==> src/rtl/hwag_spi_tx_data_frame_pkg.sv <==
// Shared types and helpers for the HWAG SPI TX response path.
// Contents: command codes, STAT bit indices, frame constants, FSM state type,
// and a byte-wise CRC-8 (poly 0x07, init 0x00, no reflection, no xorout).
package hwag_spi_pkg;

  localparam int unsigned DATA_WIDTH  = 32;
  localparam int unsigned ADDR_WIDTH  = 8;
  localparam int unsigned FRAME_BYTES = 7;

  localparam logic [7:0] CMD_NOP   = 8'h00;
  localparam logic [7:0] CMD_WRITE = 8'h01;
  localparam logic [7:0] CMD_READ  = 8'h02;

  localparam logic [7:0] CRC8_POLY = 8'h07;

  localparam int unsigned STAT_RD_VALID = 0;
  localparam int unsigned STAT_CRC_ERR  = 1;
  localparam int unsigned STAT_BUSY     = 2;
  localparam int unsigned STAT_UNK_CMD  = 3;
  localparam int unsigned STAT_TIMEOUT  = 4;

  typedef enum logic [1:0] {
    IDLE  = 2'd0,
    FETCH = 2'd1,
    READY = 2'd2,
    SEND  = 2'd3
  } tx_state_t;

  // One byte of CRC-8, MSB first.
  function automatic logic [7:0] crc8_byte(input logic [7:0] crc, input logic [7:0] data);
    logic [7:0] c;
    c = crc ^ data;
    for (int i = 0; i < 8; i++) begin
      c = c[7] ? ((c << 1) ^ CRC8_POLY) : (c << 1);
    end
    return c;
  endfunction

endpackage

==> src/rtl/hwag_spi_tx_data_frame_if.sv <==
// Register-bank read handshake (level request, pulsed acknowledge).
// master: requester (rd_req, rd_addr out; rd_data, rd_valid in)
// slave : register bank
interface hwag_spi_tx_data_frame_if #(
  parameter int unsigned DATA_WIDTH = 32,
  parameter int unsigned ADDR_WIDTH = 8
) ();
  logic                  rd_req;
  logic [ADDR_WIDTH-1:0] rd_addr;
  logic [DATA_WIDTH-1:0] rd_data;
  logic                  rd_valid;

  modport master (output rd_req, output rd_addr, input rd_data, input rd_valid);
  modport slave  (input rd_req, input rd_addr, output rd_data, output rd_valid);
endinterface

==> src/rtl/hwag_spi_tx_data_frame_crc8.sv <==
// Byte-serial CRC-8 over the six payload bytes of a response frame.
// Ports: start clears the CRC and drops done; each byte_valid folds byte_in;
// done rises once FRAME_BYTES-1 bytes are folded. Reset state is the CRC of an
// all-zero frame (0x00), so done is high out of reset.
module hwag_spi_tx_crc8
  import hwag_spi_pkg::*;
(
  input  logic       clk,
  input  logic       nrst,
  input  logic       start,
  input  logic [7:0] byte_in,
  input  logic       byte_valid,
  output logic [7:0] crc_out,
  output logic       done
);
  localparam int unsigned CNT_W = 3;

  logic [7:0]       crc_q;
  logic [CNT_W-1:0] cnt_q;
  logic             done_q;

  always_ff @(posedge clk or negedge nrst) begin
    if (!nrst) begin
      crc_q  <= 8'h00;
      cnt_q  <= '0;
      done_q <= 1'b1;
    end else if (start) begin
      crc_q  <= 8'h00;
      cnt_q  <= '0;
      done_q <= 1'b0;
    end else if (byte_valid && !done_q) begin
      crc_q <= crc8_byte(crc_q, byte_in);
      cnt_q <= cnt_q + CNT_W'(1);
      if (cnt_q == CNT_W'(FRAME_BYTES - 2)) done_q <= 1'b1;
    end
  end

  assign crc_out = crc_q;
  assign done    = done_q;
endmodule

==> src/rtl/hwag_spi_tx_data_frame.sv <==
// Transmit side of the HWAG SPI register protocol.
// Answers the command of frame N in frame N+1 as [STAT][ADDR][DATA32][CRC8].
// Ports: clk, nrst (async, active low); spi_ss (synchronised, active low);
//   rx_frame_done/rx_crc_ok/rx_cmd/rx_addr from the RX side; tx_next strobe
//   and tx_byte to spi_slave; busy (FETCH); rd_bus register-bank read master.
// Build option: HWAG_SPI_TX_SEQ_EN adds a 3-bit frame counter in STAT[7:5].
module hwag_spi_tx_data_frame
  import hwag_spi_pkg::*;
#(
  parameter int unsigned DATA_WIDTH    = 32,
  parameter int unsigned ADDR_WIDTH    = 8,
  parameter int unsigned FETCH_TIMEOUT = 16
) (
  input  logic                             clk,
  input  logic                             nrst,
  input  logic                             spi_ss,
  input  logic                             rx_frame_done,
  input  logic                             rx_crc_ok,
  input  logic [7:0]                       rx_cmd,
  input  logic [7:0]                       rx_addr,
  input  logic                             tx_next,
  output logic [7:0]                       tx_byte,
  output logic                             busy,
  hwag_spi_tx_data_frame_if.master         rd_bus
);
  localparam int unsigned IDX_W  = 3;
  localparam int unsigned TMO_W  = 8;
  localparam int unsigned FLAG_W = 5;
  localparam int unsigned SEQ_W  = 3;

  tx_state_t             state_q, state_d;
  logic [FLAG_W-1:0]     flags_q, flags_d;
  logic [ADDR_WIDTH-1:0] addr_q, addr_d;
  logic [DATA_WIDTH-1:0] data_q, data_d;
  logic [IDX_W-1:0]      idx_q, idx_d;
  logic [TMO_W-1:0]      tmo_q, tmo_d;
  logic                  pend_q, pend_d;
  logic                  rd_req_q, rd_req_d;
  logic [ADDR_WIDTH-1:0] rd_addr_q, rd_addr_d;
  logic [7:0]            tx_byte_q, tx_byte_d;
  logic                  busy_q, busy_d;
  logic                  ss_q;
  logic                  feeding_q;
  logic [IDX_W-1:0]      feed_q;
  logic                  crc_start_c;
  logic [7:0]            crc_c;
  logic                  crc_done_c;
  logic [SEQ_W-1:0]      seq_q, seq_nxt;

  wire ss_fall = ss_q & ~spi_ss;
  wire ss_rise = ~ss_q & spi_ss;

  // Byte n of the response frame; index 7 is the filler.
  function automatic logic [7:0] frame_byte(input logic [IDX_W-1:0] idx, input logic [7:0] stat,
                                            input logic [7:0] addr, input logic [31:0] data,
                                            input logic [7:0] crc);
    case (idx)
      3'd0:    return stat;
      3'd1:    return addr;
      3'd2:    return data[31:24];
      3'd3:    return data[23:16];
      3'd4:    return data[15:8];
      3'd5:    return data[7:0];
      3'd6:    return crc;
      default: return 8'hFF;
    endcase
  endfunction

`ifdef HWAG_SPI_TX_SEQ_EN
  // Frame counter, advanced on every ss rise that ends a SEND.
  wire seq_inc = (state_q == SEND) && ss_rise;
  assign seq_nxt = seq_q + SEQ_W'(seq_inc);
  always_ff @(posedge clk or negedge nrst) begin
    if (!nrst) seq_q <= '0;
    else       seq_q <= seq_nxt;
  end
`else
  assign seq_q   = '0;
  assign seq_nxt = '0;
`endif

  // Next-state and next-output logic.
  always_comb begin
    state_d     = state_q;
    flags_d     = flags_q;
    addr_d      = addr_q;
    data_d      = data_q;
    idx_d       = idx_q;
    tmo_d       = tmo_q;
    pend_d      = pend_q;
    rd_req_d    = rd_req_q;
    rd_addr_d   = rd_addr_q;
    crc_start_c = 1'b0;

    if (rx_frame_done) begin
      // New command wins over whatever the current state is doing.
      addr_d   = ADDR_WIDTH'(rx_addr);
      flags_d  = '0;
      data_d   = '0;
      pend_d   = 1'b0;
      rd_req_d = 1'b0;
      state_d  = READY;
      if (!rx_crc_ok) begin
        flags_d[STAT_CRC_ERR] = 1'b1;
      end else begin
        case (rx_cmd)
          CMD_READ: begin
            rd_addr_d = ADDR_WIDTH'(rx_addr);
            rd_req_d  = 1'b1;
            tmo_d     = '0;
            state_d   = FETCH;
          end
          CMD_WRITE, CMD_NOP: ;
          default: flags_d[STAT_UNK_CMD] = 1'b1;
        endcase
      end
      crc_start_c = (state_d == READY);
    end else begin
      case (state_q)
        IDLE, READY: begin
          // A frame start waits here until the CRC is final.
          if (pend_q || ss_fall) begin
            if (crc_done_c) begin
              state_d = SEND;
              idx_d   = '0;
              pend_d  = 1'b0;
            end else begin
              pend_d = 1'b1;
            end
          end
        end
        FETCH: begin
          if (ss_fall) begin
            rd_req_d           = 1'b0;
            flags_d[STAT_BUSY] = 1'b1;
            data_d             = '0;
            pend_d             = 1'b1;
            state_d            = READY;
            crc_start_c        = 1'b1;
          end else if (rd_bus.rd_valid) begin
            data_d                 = rd_bus.rd_data;
            flags_d[STAT_RD_VALID] = 1'b1;
            rd_req_d               = 1'b0;
            state_d                = READY;
            crc_start_c            = 1'b1;
          end else if (tmo_q == TMO_W'(FETCH_TIMEOUT - 1)) begin
            flags_d[STAT_TIMEOUT] = 1'b1;
            data_d                = '0;
            rd_req_d              = 1'b0;
            state_d               = READY;
            crc_start_c           = 1'b1;
          end else begin
            tmo_d = tmo_q + TMO_W'(1);
          end
        end
        SEND: begin
          if (ss_rise) begin
            state_d     = IDLE;
            flags_d     = '0;
            crc_start_c = 1'b1;
          end else if (tx_next && (idx_q != 3'd7)) begin
            idx_d = idx_q + IDX_W'(1);
          end
        end
        default: state_d = IDLE;
      endcase
    end

    busy_d = (state_d == FETCH);
    // Outside SEND the STAT byte is preloaded for spi_slave.
    if (state_d == SEND)
      tx_byte_d = frame_byte(idx_d, {seq_q, flags_q}, 8'(addr_q), 32'(data_q), crc_c);
    else
      tx_byte_d = {seq_nxt, flags_d};
  end

  // State and output registers.
  always_ff @(posedge clk or negedge nrst) begin
    if (!nrst) begin
      state_q   <= IDLE;
      flags_q   <= '0;
      addr_q    <= '0;
      data_q    <= '0;
      idx_q     <= '0;
      tmo_q     <= '0;
      pend_q    <= 1'b0;
      rd_req_q  <= 1'b0;
      rd_addr_q <= '0;
      tx_byte_q <= 8'h00;
      busy_q    <= 1'b0;
      ss_q      <= 1'b1;
    end else begin
      state_q   <= state_d;
      flags_q   <= flags_d;
      addr_q    <= addr_d;
      data_q    <= data_d;
      idx_q     <= idx_d;
      tmo_q     <= tmo_d;
      pend_q    <= pend_d;
      rd_req_q  <= rd_req_d;
      rd_addr_q <= rd_addr_d;
      tx_byte_q <= tx_byte_d;
      busy_q    <= busy_d;
      ss_q      <= spi_ss;
    end
  end

  // Feeds payload bytes 0..5 to the CRC on the cycles after a start.
  always_ff @(posedge clk or negedge nrst) begin
    if (!nrst) begin
      feeding_q <= 1'b0;
      feed_q    <= '0;
    end else if (crc_start_c) begin
      feeding_q <= 1'b1;
      feed_q    <= '0;
    end else if (feeding_q) begin
      feed_q <= feed_q + IDX_W'(1);
      if (feed_q == IDX_W'(FRAME_BYTES - 2)) feeding_q <= 1'b0;
    end
  end

  hwag_spi_tx_crc8 u_crc8 (
    .clk        (clk),
    .nrst       (nrst),
    .start      (crc_start_c),
    .byte_in    (frame_byte(feed_q, {seq_q, flags_q}, 8'(addr_q), 32'(data_q), 8'h00)),
    .byte_valid (feeding_q),
    .crc_out    (crc_c),
    .done       (crc_done_c)
  );

  assign tx_byte        = tx_byte_q;
  assign busy           = busy_q;
  assign rd_bus.rd_req  = rd_req_q;
  assign rd_bus.rd_addr = rd_addr_q;
endmodule
==> src/flat_wrapper.sv <==
// flat-port wrapper written by rule: the top's interface ports become plain ports
module hwag_spi_tx_data_frame_flat import hwag_spi_pkg::*;
#(
  parameter int unsigned DATA_WIDTH    = 32,
  parameter int unsigned ADDR_WIDTH    = 8,
  parameter int unsigned FETCH_TIMEOUT = 16
)
  (clk, nrst, spi_ss, rx_frame_done, rx_crc_ok, rx_cmd, rx_addr, tx_next, tx_byte, busy, rd_bus_rd_req, rd_bus_rd_addr, rd_bus_rd_data, rd_bus_rd_valid);
  hwag_spi_tx_data_frame_if #(.DATA_WIDTH(DATA_WIDTH), .ADDR_WIDTH(ADDR_WIDTH)) rd_bus_i ();
  input  logic clk;
  input  logic nrst;
  input  logic spi_ss;
  input  logic rx_frame_done;
  input  logic rx_crc_ok;
  input  logic [7:0] rx_cmd;
  input  logic [7:0] rx_addr;
  input  logic tx_next;
  output logic [7:0] tx_byte;
  output logic busy;
  output wire logic [$bits(rd_bus_i.rd_req)-1:0] rd_bus_rd_req;
  output wire logic [$bits(rd_bus_i.rd_addr)-1:0] rd_bus_rd_addr;
  input wire logic [$bits(rd_bus_i.rd_data)-1:0] rd_bus_rd_data;
  input wire logic [$bits(rd_bus_i.rd_valid)-1:0] rd_bus_rd_valid;
  assign rd_bus_rd_req = rd_bus_i.rd_req;
  assign rd_bus_rd_addr = rd_bus_i.rd_addr;
  assign rd_bus_i.rd_data = rd_bus_rd_data;
  assign rd_bus_i.rd_valid = rd_bus_rd_valid;
  hwag_spi_tx_data_frame #(.DATA_WIDTH(DATA_WIDTH), .ADDR_WIDTH(ADDR_WIDTH), .FETCH_TIMEOUT(FETCH_TIMEOUT)) u_core (.clk(clk), .nrst(nrst), .spi_ss(spi_ss), .rx_frame_done(rx_frame_done), .rx_crc_ok(rx_crc_ok), .rx_cmd(rx_cmd), .rx_addr(rx_addr), .tx_next(tx_next), .tx_byte(tx_byte), .busy(busy), .rd_bus(rd_bus_i));
endmodule
==> config.mk <==
export PLATFORM = sky130hd
export DESIGN_NAME = hwag_spi_tx_data_frame_flat
export DESIGN_NICKNAME = d
export VERILOG_FILES = /design/src/rtl/hwag_spi_tx_data_frame_pkg.sv /design/src/rtl/hwag_spi_tx_data_frame_if.sv /design/src/rtl/hwag_spi_tx_data_frame_crc8.sv /design/src/rtl/hwag_spi_tx_data_frame.sv /design/src/flat_wrapper.sv
export SDC_FILE = /design/constraint.sdc
export NUM_CORES = 1
export LEC_CHECK = 0
export ABC_CLOCK_PERIOD_IN_PS = 5100
export CORE_MARGIN = 2
export CORE_UTILIZATION = 40
export DETAILED_ROUTE_END_ITERATION = 8
export PLACE_DENSITY = 0.63
export SYNTH_ARGS = -nofsm -noshare
export SYNTH_HDL_FRONTEND = slang
export SYNTH_HIERARCHICAL = 1
export SYNTH_SLANG_ARGS = --single-unit
==> constraint.sdc <==
create_clock -name clk -period 5.1 [get_ports clk]
set_input_delay 0.765 -clock clk [delete_from_list [all_inputs] [get_ports clk]]
set_output_delay 0.765 -clock clk [all_outputs]
set_load 0.02 [all_outputs]
; Yosys cells after proc, flatten, opt, wreduce, memory -nomap -nowiden
; Cells that the tools add are included.
[totals]
ff_bits = 94
elab_cells = 171
romBits = 0
in_bits = 55
ram_bits = 0
latchBits = 0
mem_count = 0
[op_classes]
div_mod_pow = 0
n_mul = 0
n_shift = 0
bitwise_logic = 13
eq_ne = 30
muxes = 86
n_reduce_logical = 21
order_cmp = 0
addsub = 4
[ops]
columns = cell, n
row1 = 32-bit two-way mux, 5
row2 = 8-bit case mux with 7 select lines, 2
row3 = 8-bit two-way mux, 10
row4 = 3-bit two-way mux, 17
row5 = 1-bit two-way mux, 33
row6 = 3-bit NOT, 8
row7 = "3-bit == test, second input constant", 7
row8 = 2-bit two-way mux, 10
row9 = "3-bit by 2-bit == test with 1-bit output, second input constant", 4
row10 = 5-bit two-way mux, 2
row11 = 1-bit case mux with 2 select lines, 5
row12 = "3-bit by 1-bit adder with 3-bit output, second input constant", 3
row13 = "8-bit by 1-bit adder with 8-bit output, second input constant", 1
row14 = "2-bit == test, second input constant", 4
row15 = "8-bit by 1-bit == test with 1-bit output, second input constant", 1
row16 = "8-bit by 2-bit == test with 1-bit output, second input constant", 1
row17 = "8-bit by 4-bit == test with 1-bit output, second input constant", 1
row18 = 8-bit logical NOT, 1
row19 = 2-bit nonzero test, 4
row20 = 8-bit XOR, 1
row21 = "3-bit by 1-bit == test with 1-bit output, second input constant", 2
row22 = 3-bit logical NOT, 2
row23 = "2-bit != test, second input constant", 3
row24 = "3-bit by 2-bit != test with 1-bit output, second input constant", 2
row25 = 18 further kinds, 25

; Longest topological paths before layout
; Gate-level depths: netlist of the first run.
[logic_depth]
depth_word = 21
ltp_mapped = 11
depth_no_buf = 9

; Modules after synthesis
; Netlist of the first run, hierarchy kept.
[by_module_without_submodules]
columns = module, instances, seq_area_each_um2, cells_per_inst, area_per_inst_um2
row1 = hwag_spi_tx_data_frame, 1, 2053.2, 405, 4264.1
row2 = hwag_spi_tx_crc8, 1, 301.5, 71, 810.8

; Worst setup path before layout of the first run
; Ideal clock, no wire load.
[synth_timing]
kind = reg2reg
start = register u_core.feed_q[2]
end = register u_core.u_crc8.crc_q[4] (netlist: u_core/u_crc8/crc_out[4])
stages_incl_launch_ff = 12
setup_slack_ps = 1932
arrival_ps = 3090
path_buffers = 2
required_time_ps = 5022
setup_time_ps = 78
synth_period_minus_slack_ps = 3168
cell_sequence = dfrtp_1 clkbuf_1 inv_1 ha_1 clkbuf_1 nor4_1 a221oi_1 o21ai_0 xor2_1 xor3_1 or3_1 a21oi_1
[synth_via]
elab_chain_cells = 10
elab_cells_between_ends = 16
classes_between = 6 x eq/ne / 6 x mux / 3 x bitwise / 1 x reduce/logical
[synth_rtl]
columns = item, line_no
row1 = from (decl), hwag_spi_tx_data_frame.sv:44  ; logic [IDX_W-1:0] feed_q;
row2 = from (signal assigned), hwag_spi_tx_data_frame.sv:217  ; feed_q <= feed_q + IDX_W'(1);
row3 = 3-bit == test (tied with other cells), hwag_spi_tx_data_frame.sv:57  ; case (idx)
row4 = 8-bit case mux with 7 select lines (*), hwag_spi_tx_data_frame.sv:57
row5 = 8-bit XOR (*), hwag_spi_tx_data_frame_pkg.sv:32  ; c = crc ^ data;
row6 = 3-bit two-way mux, hwag_spi_tx_data_frame_pkg.sv:34  ; c = c[7] ? ((c << 1) ^ CRC8_POLY) : (c << 1);
row7 = 3-bit NOT (no line), --
row8 = 3-bit two-way mux, hwag_spi_tx_data_frame_pkg.sv:34
row9 = 3-bit NOT (no line), --
row10 = 3-bit two-way mux (*), hwag_spi_tx_data_frame_pkg.sv:34
row11 = 8-bit two-way mux (*), hwag_spi_tx_data_frame_crc8.sv:31  ; end else if (byte_valid && !done_q) begin
row12 = 8-bit two-way mux (*), hwag_spi_tx_data_frame_crc8.sv:27  ; end else if (start) begin
row13 = to (signal assigned), hwag_spi_tx_data_frame_crc8.sv:32  ; crc_q <= crc8_byte(crc_q, byte_in);
row14 = to (decl), hwag_spi_tx_data_frame_crc8.sv:18  ; logic [7:0] crc_q;
; Mark *: on every way between the ends. The rest lies on a longest branch, timed or not. The select of a mux whose other input is x is not followed.
; A chain may end at the register's enable or synchronous reset.

; Worst setup path in the final report of the first run
[layout_timing]
start = register u_core.feed_q[2]
end = register u_core.u_crc8.crc_q[2] (netlist: u_core/u_crc8/crc_out[2])
[layout_via]
elab_chain_cells = 10
elab_cells_between_ends = 20
classes_between = 6 x eq/ne / 8 x mux / 5 x bitwise / 1 x reduce/logical
[layout_rtl]
columns = item, line_no
row1 = 3-bit == test (tied with other cells), hwag_spi_tx_data_frame.sv:57
row2 = 8-bit case mux with 7 select lines (*), hwag_spi_tx_data_frame.sv:57
row3 = 8-bit XOR (*), hwag_spi_tx_data_frame_pkg.sv:32
row4 = 3-bit two-way mux or 3-bit NOT (tied branches), --
row5 = 3-bit NOT (no line) or 3-bit two-way mux (tied branches), --
row6 = 3-bit two-way mux or 3-bit NOT (tied branches), --
row7 = 3-bit NOT (no line) or 3-bit two-way mux (tied branches), --
row8 = 3-bit two-way mux (*), hwag_spi_tx_data_frame_pkg.sv:34
row9 = 8-bit two-way mux (*), hwag_spi_tx_data_frame_crc8.sv:31
row10 = 8-bit two-way mux (*), hwag_spi_tx_data_frame_crc8.sv:27
; Marks and branches as above.

==> results.py, run 1 <==
metrics = {
    "timing": {
        "period_minus_slack_ns": 3.697,
        "fin_setup_tns_ns": 0,
        "skew_ns": 0.008223,
        "worst_pin_slew_ns": 1.147,
        "rsz0062_at_grt": "no",
        "fmax_ghz": 0.2705,
        "fin_crit_sh_pct": 72.49,
        "setup_violations": 0,
        "slew_viol_final": 0,
        "slew_headroom_pct": 22.01,
        "fin_ws_ns": 1.403,
        "finalHoldViolCount": 0,
    },
    "yosys": {
        "netlist_instances": 476,
        "syn_nets": 541,
        "synth-seq-cells": 94,
        "synthArstFlopShare_pct": 100.0,
        "synth_warnings": 6,
        "synth_area_um2": 5075,
        "synth_area_leader_cell": "dfrtp_1",
        "synthMostInstantiatedCell": "dfrtp_1",
        "synth_cell_types": 62,
        "synth-edff-count": 0,
        "synth_flop_cell": "dfrtp_1",
        "yosys-top-cells-area": "dfrtp_1, a22o_1, mux2_2",
        "synth_common_cells": "dfrtp_1, a22o_1, o21ai_0",
        "seq_area_frac_synth_pct": 46.40,
        "synth.top_cell.area_share_pct": 45.36,
        "syn_avg_cell_area_um2": 10.66,
    },
    "worst_setup_path": {
        "cpMostUsedCell": "a21oi_1",
        "cp.arrival_ns": 3.97,
        "cp-start-kind": "flop",
        "end_kind": "flop",
        "crit_slowest_cell": "nor4_1",
        "cp_slowest_stage_delay_ns": 0.98,
        "cpLargestDelayFamily": "simple AND/OR/NAND/NOR gates",
        "required_ns": 5.38,
        "path_cells": "inv_1 > ha_1 > nor4_1 > a21oi_1 > o21ai_0 > xnor2_2 > xnor3_1 > or3_1 > a21oi_1",
        "crit_buf_inv": 1,
        "crit_type": "reg -> reg",
        "crit_fanout": 17,
    },
    "cts": {
        "cts_made_buffers": 9,
        "cts.clk_slew.worst_paths_ns": 0.07,
        "ctsResizeCount": 0,
        "cts-root-buf": "clkbuf_16",
        "cts-root-to-sink-buffers": 2,
        "cts_tree": "done",
        "numClockSinks": 94,
        "clock_latency_ns": 0.35,
        "post_cts_buffers": 0,
        "cts_max_level": 3,
        "ctsHoldBuffers": 0,
    },
    "floorplanning": {
        "core_area_um2": 12520,
        "dieArea_um2": 13600,
        "die_height_um": 116.6,
        "core.rowCount": 41,
        "die-width_um": 116.6,
        "start_util_pct": 40.54,
        "io_pins": 73,
    },
    "grt": {
        "grt_use_met2_pct": 31.98,
        "grt_pass1_vias": 4044,
        "grt_max_degree": 55,
        "grt_usage_pct": 20.58,
        "use_met1_pct": 28.42,
        "antenna_found_initial": 0,
        "grt-ovfl-total": 0,
        "grt_pass1_wl_um": 21170,
        "use_met3_pct": 3.736,
        "grt_busiest_layer": "met2",
    },
    "job": {
        "cap_viol_max_count": 0,
    },
    "detailed_routing": {
        "post_drt_via_cell_ratio": 5.773,
        "drc": 0,
        "route.final.wire_length_um": 13380,
        "num_vias": 4093,
        "drt_iter0_drc": 427,
        "ant_nets": 0,
        "firstDrtPassIters": 5,
        "wl_per_cell_um": 18.87,
    },
    "cells_and_area": {
        "antenna_cells": 0,
        "num-nets-final": 597,
        "drive_gt1_share_pct": 10.06,
        "nFillCells": 1154,
        "syn_to_final_growth_pct": 22.29,
    },
    "power_and_ir_drop": {
        "p_leak_uw": 0.002701,
        "peakVddDrop_mv": 0.2157,
        "p_per_area_nw_per_um2": 373.9,
    },
    "place": {
        "place_ws_ns": 1.522,
        "dp_hpwl_um": 9518,
        "io_buffers": 72,
        "place_congestion": 0.9164,
    },
    "status": {
        "status": "complete, no violations",
    },
    "worst_hold_path": {
        "min_path_type": "in -> async",
    },
}
-- where the power goes --
group	switching, uW	internal, uW
combinational	375	390
sequential	71.0	803
clock	275	406
-- registers in the layout, summed over array words and instances (netlist names), 2 cells and up --
| signal | cells |
|---|---|
| u_core/u_crc8/crc_out | 8 |
| u_core/feed_q | 3 |
| u_core/u_crc8/cnt_q | 3 |
| u_core/data_q | 32 |
| u_core/idx_q | 3 |
| u_core/rd_bus.rd_addr | 8 |
| u_core/tmo_q | 8 |
| u_core/state_q | 2 |
| u_core/flags_q | 5 |
| u_core/tx_byte | 8 |
| u_core/addr_q | 8 |
-- worst register-to-register path: cells and delay by family, from the launching register on --
family          cells  cell delay (ns)
compound gates      3             0.48
xor+xnor            2             0.70
fa+ha+maj           1             0.35
buf+inv             1             0.17
flops               1             0.63
simple gates        2             1.29
-- final timing paths --
path | slack [ns] | depth (start not counted) | end | from
max | 1.40 | 9 | u_core/u_crc8/crc_out[2] | u_core/feed_q[2]
min reg2reg | 0.47 | 1 | u_core/rd_bus.rd_req | u_core/rd_bus.rd_req
min in group clk | 0.47 | 1 | u_core/rd_bus.rd_req | u_core/rd_bus.rd_req
max in group asynchronous | 3.64 | 2 | u_core/u_crc8/crc_out[0] | nrst
min | 0.40 | 1 | u_core/data_q[0] | nrst
max reg2reg | 1.40 | 9 | u_core/u_crc8/crc_out[2] | u_core/feed_q[2]
-- layout make-up --
cell class	count	area, um2	share of cell area [%]
clock inverters	3	42.54	0.6855
multi-input cells	333	2506	40.38
repair buffers	79	770.7	12.42
flip-flops and latches	94	2355	37.94
clock buffers	13	260.3	4.194
inverters	15	56.30	0.9073
well taps	172	215.2	3.468
-- placed cells by master (no fill, tap or decap), types with 4 or more instances in the layout --
cell / n
nor4_1: 9
inv_1: 13
o21ai_1: 4
a222oi_1: 5
a221oi_1: 10
buf_4: 8
a21oi_1: 23
clkbuf_16: 9
nand2_1: 20
nand4_1: 5
o211ai_1: 5
ha_1: 10
a211oi_1: 6
xnor3_1: 4
xnor2_1: 15
nor3_1: 6
o22ai_1: 4
nor2_1: 22
dfrtp_1: 92
mux2i_1: 10
nor2b_1: 9
o21ai_0: 29
xor2_1: 4
or3_1: 9
a22o_1: 37
clkdlybuf4s50_1: 71
nand3_1: 16
nand2b_1: 6
mux2_2: 17
-- cells by family (layout without fill, tap and decap cells) --
| kind of cell | count (synthesis) | count (layout) | synth area share [%] |
|---|---|---|---|
| buf+inv | 49 | 110 | 4.265 |
| simple gates | 117 | 117 | 12.48 |
| mux | 29 | 29 | 6.238 |
| compound gates | 149 | 149 | 21.20 |
| flops | 94 | 94 | 46.40 |
| fa+ha+maj | 10 | 10 | 2.465 |
| xor+xnor | 28 | 28 | 6.953 |
-- through the flow --
step	area (um2)	power, uW	std cells	util [%]	hold WS, ns
after floorplan	5075	1467	476	-	0.4694
after global placement	5903	1626	693	47.16	0.4603
after detailed placement	5903	1640	693	47.16	0.4656
after CTS	6206	2331	709	49.58	0.4151
after global routing	6206	2451	709	49.58	0.4382
final	6206	2320	709	49.58	0.4000
-- per-layer routing --
layer / part of all wire (%) / wire [um] / vias up
met4: 2.5 / 335 / 0
li1: - / - / 1901
met5: 0 / 0 / -
met2: 46 / 6149 / 143
met3: 5.8 / 782 / 23
met1: 46 / 6110 / 2026
Power figures use the tool's default switching activity.
==> run 2, diff against run 1 <==
ABC_CLOCK_PERIOD_IN_PS = 3300   (was 5100)
PLACE_DENSITY = 0.65   (was 0.63)
clock period = 3.3 ns   (was 5.1 ns; I/O delays follow)
==> results.py, run 2 (synthesis results as in run 1) <==
metrics = {
    "cells_and_area": {
        "drive_gt1_share_pct": 12.52,
        "final_cells": 723,
        "final_cell_mix": "dfrtp_1, clkdlybuf4s50_1, a22o_1",
        "top_register": "u_core/data_q",
        "largest_register_ffs": 32,
        "num-nets-final": 611,
        "syn_to_final_growth_pct": 24.63,
        "antenna_cells": 0,
        "final_common_cell": "dfrtp_1",
    },
    "cts": {
        "cts-root-to-sink-buffers": 2,
        "numClockSinks": 94,
        "post_cts_buffers": 0,
        "ctsResizeCount": 1,
        "cts_made_buffers": 9,
        "ctsHoldBuffers": 0,
        "cts-root-buf": "clkbuf_16",
        "cts.clk_slew.worst_paths_ns": 0.06,
        "cts_max_level": 3,
        "cts_tree": "done",
        "clock_latency_ns": 0.36,
    },
    "floorplanning": {
        "die_height_um": 116.6,
        "io_pins": 73,
        "dieArea_um2": 13600,
        "die-width_um": 116.6,
        "core_area_um2": 12520,
        "start_util_pct": 40.54,
        "core.rowCount": 41,
    },
    "detailed_routing": {
        "routed.top_layer": "met4",
        "wl_met3_um": 907,
        "drc": 0,
        "wl_met2_um": 6124,
        "post_drt_via_cell_ratio": 5.737,
        "firstDrtPassIters": 6,
        "ant_nets": 0,
        "route.final.wire_length_um": 13780,
        "wl_per_cell_um": 19.06,
        "wl_met1_um": 6497,
        "num_vias": 4148,
        "drt_iter0_drc": 362,
    },
    "worst_setup_path": {
        "cpLargestDelayFamily": "compound AO/OA/AOI/OAI gates",
        "crit_slowest_cell": "dfrtp_1",
        "cp-start-kind": "flop",
        "end_kind": "flop",
        "cp.arrival_ns": 3.28,
        "crit_type": "reg -> reg",
        "crit_buf_inv": 2,
        "required_ns": 3.58,
        "cp_slowest_stage_delay_ns": 0.40,
        "path_cells": "inv_1 > ha_1 > buf_4 > a22o_1 > a221oi_1 > o21ai_0 > xor2_1 > xor3_1 > or3_1 > a21oi_1",
        "crit_fanout": 16,
    },
    "place": {
        "place_ws_ns": -0.1746,
        "io_buffers": 72,
        "dp_hpwl_um": 10030,
        "place_congestion": 0.9238,
        "numPlacedInstances": 707,
    },
    "grt": {
        "grt_usage_pct": 21.58,
        "grt-ovfl-total": 0,
        "grt_pass1_vias": 4111,
        "grt_max_degree": 51,
        "grt_pass1_wl_um": 22370,
        "antenna_found_initial": 0,
    },
    "timing": {
        "setup_violations": 0,
        "fin_ws_ns": 0.3048,
        "skew_ns": 0.01207,
        "fin_crit_sh_pct": 90.76,
        "slew_headroom_pct": 49.63,
        "rsz0062_at_grt": "no",
        "slew_viol_final": 0,
        "finalHoldViolCount": 0,
        "period_minus_slack_ns": 2.995,
        "worst_pin_slew_ns": 0.7541,
        "fmax_ghz": 0.3339,
    },
    "power_and_ir_drop": {
        "total_power_uw": 3643,
        "p_leak_uw": 0.002771,
        "p_per_area_nw_per_um2": 575.9,
        "peakVddDrop_mv": 0.2401,
    },
    "status": {
        "status": "complete, no violations",
    },
    "worst_hold_path": {
        "min_path_type": "in -> async",
    },
    "job": {
        "cap_viol_max_count": 0,
    },
}
-- run 2: worst paths after layout --
check,to,start,cells past startpoint,slack (ns)
setup reg to reg,u_core/u_crc8/crc_out[4],u_core/feed_q[1],10,0.30
min in group clk,u_core/rd_bus.rd_req,u_core/rd_bus.rd_req,1,0.48
setup / recovery,u_core/u_crc8/crc_out[4],u_core/feed_q[1],10,0.30
max in group asynchronous,u_core/addr_q[5],nrst,2,2.32
hold / removal,u_core/data_q[6],nrst,1,0.18
hold reg to reg,u_core/rd_bus.rd_req,u_core/rd_bus.rd_req,1,0.48
-- run 2: layer usage --
metal / up-vias / global-route usage, %
li1: 1928 / -
met5: - / 0
met1: 2051 / 31.64
met4: 0 / 6.353
met3: 20 / 5.086
met2: 149 / 31.98
-- run 2: layout make-up --
| cell class | count | area (um2) |
|---|---|---|
| Fill cell | 1169 | 6192 |
| Clock inverter | 4 | 55.05 |
| Sequential cell | 94 | 2355 |
| Multi-Input combinational cell | 333 | 2521 |
| Tap cell | 172 | 215.2 |
| Inverter | 15 | 56.30 |
| Timing Repair Buffer | 93 | 875.8 |
| Clock buffer | 12 | 246.5 |
-- run 2: report_power, final --
part	switching [uW]	internal, uW	total (uW)	leakage [uW]
sequential	98.3	1240	1340	0.00125
combinational	610	634	1240	0.00138
clock	446	613	1060	0.000143
total	1150	2490	3640	0.00277
-- run 2: worst reg2reg max path, stage by stage, from the launching register on --
cell	delay (ns)
dfrtp_1	0.40
inv_1	0.08
ha_1	0.23
buf_4	0.22
a22o_1	0.29
a221oi_1	0.28
o21ai_0	0.18
xor2_1	0.39
xor3_1	0.40
or3_1	0.32
a21oi_1	0.14
-- run 2: through the flow --
step	util [%]	TNS, ns	hold slack [ns]	instance area (um2)
final	50.53	0	0.1789	6325
after global routing	50.53	0	0.2345	6325
after CTS	50.46	0	0.2007	6316
after detailed placement	48.00	-0.3135	0.4680	6008
after global placement	48.00	0	0.4619	6008
after floorplan	-	0	0.1994	5075
==> run 3, diff against run 2 <==
CTS_CLUSTER_SIZE = 28   (was not set)
HOLD_SLACK_MARGIN = 0.05   (was not set)
==> results of run 3 <==
Final layout, timing and power as in run 2 (identical DEF).
